### src/rtl/seg7_scan_ctrl.sv
// Eight-digit multiplexed seven-segment controller with a CPU-writable 32-bit value register.
// Define SEG7_LZ_BLANK_EN to blank leading zero digits (digit 0 is always shown).
module seg7_scan_ctrl #(
    parameter int unsigned CLK_DIV = 100000
) (
    input  logic        clk,
    input  logic        rst,
    input  logic        Seg_we,
    input  logic [31:0] wdata,
    output logic [31:0] value_q,
    output logic [7:0]  an,
    output logic [7:0]  seg
);

    localparam int unsigned DW = (CLK_DIV > 1) ? $clog2(CLK_DIV) : 1;
    localparam logic [DW-1:0] DIV_LAST = DW'(CLK_DIV - 1);

    logic [DW-1:0] div;
    logic [2:0]    idx;
    logic [3:0]    nibble;
    logic [7:0]    hex_code;
    logic          blank;

    function automatic logic [7:0] hex_to_seg(input logic [3:0] n);
        logic [7:0] s;
        case (n)
            4'h0: s = 8'hC0;
            4'h1: s = 8'hF9;
            4'h2: s = 8'hA4;
            4'h3: s = 8'hB0;
            4'h4: s = 8'h99;
            4'h5: s = 8'h92;
            4'h6: s = 8'h82;
            4'h7: s = 8'hF8;
            4'h8: s = 8'h80;
            4'h9: s = 8'h90;
            4'hA: s = 8'h88;
            4'hB: s = 8'h83;
            4'hC: s = 8'hC6;
            4'hD: s = 8'hA1;
            4'hE: s = 8'h86;
            default: s = 8'h8E;
        endcase
        return s;
    endfunction

    always_comb begin
        nibble   = 4'(value_q >> {idx, 2'b00});
        hex_code = hex_to_seg(nibble);
    end

`ifdef SEG7_LZ_BLANK_EN
    logic [7:0] lead_zero;

    // lead_zero[i]: nibbles i..7 are all zero; digit 0 never blanks.
    always_comb begin
        lead_zero = '0;
        for (int unsigned i = 1; i < 8; i++) begin
            lead_zero[i] = ((value_q >> (4 * i)) == '0);
        end
        blank = lead_zero[idx];
    end
`else
    always_comb begin
        blank = 1'b0;
    end
`endif

    always_ff @(posedge clk) begin
        if (rst) begin
            value_q <= '0;
        end else if (Seg_we) begin
            value_q <= wdata;
        end
    end

    always_ff @(posedge clk) begin
        if (rst) begin
            div <= '0;
            idx <= '0;
        end else if (div == DIV_LAST) begin
            div <= '0;
            idx <= idx + 3'd1;
        end else begin
            div <= div + DW'(1);
        end
    end

    // Output stage samples the pre-edge idx/value_q, so an and seg always move together.
    always_ff @(posedge clk) begin
        if (rst) begin
            an  <= 8'hFE;
            seg <= 8'hC0;
        end else begin
            an  <= ~(8'd1 << idx);
            seg <= blank ? 8'hFF : hex_code;
        end
    end

endmodule

### config.mk
export PLATFORM = sky130hd
export DESIGN_NAME = seg7_scan_ctrl
export DESIGN_NICKNAME = d
export VERILOG_FILES = /design/src/rtl/seg7_scan_ctrl.sv
export SDC_FILE = /design/constraint.sdc
export NUM_CORES = 1
export LEC_CHECK = 0
export CORE_ASPECT_RATIO = 1.1
export CORE_MARGIN = 1
export CORE_UTILIZATION = 60
export CTS_CLUSTER_DIAMETER = 100
export DETAILED_ROUTE_END_ITERATION = 10
export DONT_BUFFER_PORTS = 1
export PLACE_DENSITY = 0.8
export SYNTH_ARGS = -nofsm -noshare
export SYNTH_HDL_FRONTEND = slang
export SYNTH_SLANG_ARGS = --single-unit
export TNS_END_PERCENT = 1
### constraint.sdc
create_clock -name clk -period 2.7 [get_ports clk]
set_input_delay 0.54 -clock clk [delete_from_list [all_inputs] [get_ports clk]]
set_output_delay 0.54 -clock clk [all_outputs]
set_load 0.05 [all_outputs]
# Word-level counts from Yosys, hierarchy flattened
# Memory sizes are Yosys's and may differ from the RTL's. A register that Yosys moved wholly into a read port is not among the register bits.
# Cells that the tools add are included.
# totals
wordCells,13
mem_bits_ro,112
register_bits,68
output_inout_bits,48
mem_count,1
# memory_table
name,depth,word_bits,rd,rd_ports_with_merged_regs,wr,line_no,rtl
(name not given),16,7,1,1,0,26,case (n)
# op_classes
n_addsub,2
bitwise,1
eq_ne,1
reduce_logical,1
shifts,2
# ops
cell,count
right shift 32 x 5 -> 4 bit,1
"adder 17 x 1 -> 17 bit, second input constant",1
"equality test 17 bit, second input constant",1
NOT 8 bit,1
"<< shifter 1 x 3 -> 8 bit, first input constant",1
"adder 3 x 1 -> 3 bit, second input constant",1
OR reduction 2 bit,1

# Longest topological paths before layout
# depth
depth_word,2
ltp_mapped,8

# Least setup slack after synthesis
# No wires, ideal clock.
# synth_timing
path_kind,reg-to-reg
from,reg idx[0]
to,reg seg[2]
synth_period_minus_slack_ns,2.373
setup_slack_ns,0.327
arrival_time_ns,2.303
path_stages_with_launch,8
required_ns,2.629
n_path_buf,1
setup_time_ns,0.071
path_cell_list,dfxtp_1 -> buf_6 -> mux4_1 -> mux2i_2 -> inv_1 -> ha_1 -> or3_2 -> a21oi_1
# synth_via
elab_chain_len,1
# synth_rtl
element,line_no,rtl
from (decl),19,logic [2:0] idx;
from (signal assigned),83,idx <= idx + 3'd1;
right shift 32 x 5 -> 4 bit,48,"nibble = 4'(value_q >> {idx, 2'b00});"
to (decl),12,output logic [7:0] seg
# Every way passes these cells.
# A chain may end at the register's enable or synchronous reset.

# Worst setup path in the final report
# layout_timing
from,reg idx[0]
to,reg seg[6]
# The elaborated chain is that of the path after synthesis.

==> metrics.yaml <==
cts_tree: "done"
pwr-share-comb_pct: 10.2
layout_min_cycle_time_ns: 2.33
antenna_found_initial: 0
cp_cell_sequence: "mux4_1, mux2i_1, inv_1, ha_1, inv_1, mux2i_1, a221o_2"
r2r_slack_ns: 0.37
drt_iter0_markers: 123
timing.rr.start: "idx[0]$_SDFFE_PP0N_"
cts_setup_buffers: 0
numCtsBuffers: 9
clockPowerShare_pct: 41.7
drt-pass1-iter-count: 4
root_buffer: "clkbuf_8"
wire_per_inst_um: 15.5
route.detailed.drc: 0
grt_max_degree: 46
synth.distinct_cells: 36
max-clock-path-buffers: 2
cts_resized: 0
rsz0062_at_grt: "false"
post-place-cells: 356
portBuffers: 0
clk_latency_ns: 0.35
nFillCells: 355
vias_per_cell: 5.62
syn_area_per_cell_sq_um: 10.2
skew_ns: 0.00992
vias: 2090
die_area_sq_mm: 0.00517
syn_nets: 334
die_w_um: 68.6
status: "finished, final reports clean"
io_pins: 83
synth_cells: 286
worstPathRequired_ns: 2.93
path_class: "reg -> reg"
cts.sinks: 67
coreArea_sq_mm: 0.00468
hpwl_um: 4110
slowest_delay_ns: 0.59
async_flop_share_pct: 0
cp-end-kind: "flop"
powerDensity_mw_per_mm2: 676
holdPathEnd: "an[0]$_SDFF_PP0_"
syn2layout_area_growth_pct: 15.3
ant_nets: 0
cp_max_fo: 6
syn_area_sq_mm: 0.00293
start_kind: "flop"
ctsHtreeMaxLevel: 3
min_from: "rst"
max_freq_mhz: 430
ys_ff_latch: 67
synthFlopType: "dfxtp_1"
crit_arrival_ns: 2.55
nNetsFinal: 359
final-setup-viol-count: 0
drive_above_1_share_pct: 17.1
fp.dieH_um: 75.3
final.period_utilization_pct: 86.1
timing.rr.end: "seg[6]$_SDFF_PP1_"
max-slew-margin-rel_pct: 58.8
synth_edf_count: 0
yosysSeqAreaShare_pct: 45.8
hold_path_depth: 1
gp_congestion: 0.794
peakVddDrop_v: 0.000428
grt_pass1_vias: 1967
wl_um: 5760
worstMarginPinSlew_ns: 0.617
slowest_stage: "mux4_1"
cts.clk_slew.worst_paths_ns: 0.07
holdBufCountCts: 0
p_leak_uw: 0.00150
switchingPower_uw: 597
grt.total_usage_pct: 25.2
initial_core_util_pct: 62.5
stdcell_count: 372
grt.overflow.total: 0
switching_share_pct: 26.1
maxCapViolations: 0
power_frac_seq_pct: 48.2
slew_viol_final: 0
yosys_warnings: 0
hold_viol: 0
std_cell_rows: 26
reg2reg_depth: 7
final.setup.tns_ns: 0
p_int_uw: 1690
grt_pass1_wl_um: 9200
hold_class: "in -> reg"
n_antenna_cell: 0
## state kept, by name, summed over array words and instances, names as in the netlist
name and flops:
div 17, an 8, idx 3, value_q 32, seg 7
## synthesized netlist by cell type (3+ instances only)
master	count	area, sq um
clkbuf_1	7	26.3
mux2i_1	43	430
nor2_1	61	229
buf_1	3	11.3
inv_1	8	30.0
dfxtp_1	67	1340
mux4_1	5	131
xor2_1	10	87.6
nor2b_1	3	18.8
nand4_1	5	31.3
nand2_1	13	48.8
nand3_1	10	50.1
xnor2_1	7	61.3
ha_1	13	163
## how the worst max path moves through the flow
stage	start	to	slack [ns]	depth (start not counted)
floorplan	idx[0]$_SDFFE_PP0N_	seg[2]$_SDFF_PP0_	0.33	7
global placement	idx[0]$_SDFFE_PP0N_	seg[6]$_SDFF_PP1_	0.52	7
detailed placement	idx[0]$_SDFFE_PP0N_	seg[6]$_SDFF_PP1_	0.44	7
CTS	idx[0]$_SDFFE_PP0N_	seg[6]$_SDFF_PP1_	0.38	7
global route	idx[0]$_SDFFE_PP0N_	seg[6]$_SDFF_PP1_	0.21	7
finish	idx[0]$_SDFFE_PP0N_	seg[6]$_SDFF_PP1_	0.37	7
## layout make-up
cell class,instances,area [sq um],area share (%)
inverter,10,37.5,1.11
sequential,67,1340,39.7
tap,56,70.1,2.07
clock buffer,11,151,4.48
multi-input combinational,195,1480,43.9
clock inverter,5,83.8,2.48
timing repair buffer,28,210,6.22
## placed cells by master, fill, tap and decap left out, drive strengths merged
| master | instances |
|---|---|
| clkbuf | 11 |
| nor2 | 61 |
| a32o | 2 |
| nor3 | 2 |
| bufinv | 2 |
| buf | 28 |
| and3 | 2 |
| a221o | 2 |
| ha | 13 |
| nand2 | 13 |
| mux2i | 45 |
| mux2 | 2 |
| nand4 | 5 |
| a21oi | 2 |
| and4 | 2 |
| conb | 1 |
| a22o | 2 |
| or3 | 2 |
| nor4bb | 1 |
| nor4b | 1 |
| nor2b | 3 |
| xor2 | 10 |
| dfxtp | 67 |
| nand3 | 10 |
| clkinvlp | 2 |
| or2 | 1 |
| inv | 11 |
| xnor2 | 7 |
| mux4 | 6 |
## per-stage QoR
stage | worst slack [ns] | hold slack [ns] | util, % | instance area [sq um] | total power, uW
finish | 0.375 | 0.270 | 72.1 | 3380 | 2280
global route | 0.212 | 0.235 | 72.1 | 3380 | 2360
CTS | 0.383 | 0.243 | 72.1 | 3380 | 2300
detailed placement | 0.440 | 0.471 | 67.1 | 3140 | 1350
global placement | 0.524 | 0.440 | 67.1 | 3140 | 1350
floorplan | 0.327 | 0.430 | - | 2930 | 1310
## critical path, delay by kind of cell, from the launching register on
kind	cells	cell delay, ns
adders and majority gates	1	0.25
buffers and inverters	2	0.23
muxes	3	0.92
DFF	1	0.48
AOI/OAI and AO/OA	1	0.33
## metal layers
metal	GRT usage (%)	part of all wire, %
met1	29.7	43
met2	39.3	47
met3	9.39	6.6
met4	14.1	3.0
met5	0	0
## power by group through the flow
stage	registers (uW)	clock network [uW]	logic [uW]
floorplan	1190	0	117
global placement	1120	0	227
detailed placement	1120	0	231
CTS	1100	964	233
global route	1100	1010	248
finish	1100	952	232
## logic make-up (layout without fill, tap and decap cells)
logic type               count (synthesis)  after routing  synth area share [%]
AO/OA/AOI/OAI                            8              8                  2.35
XOR/XNOR                                17             17                  5.08
adder cells (fa/ha/maj)                 13             13                  5.55
buffers and inverters                   24             54                  3.55
flip-flops                              67             67                  45.8
multiplexers                            53             53                  22.0
other                                    1              1                 0.128
AND/OR/NAND/NOR                        103            103                  15.6
(Power assumes the default switching activity.)
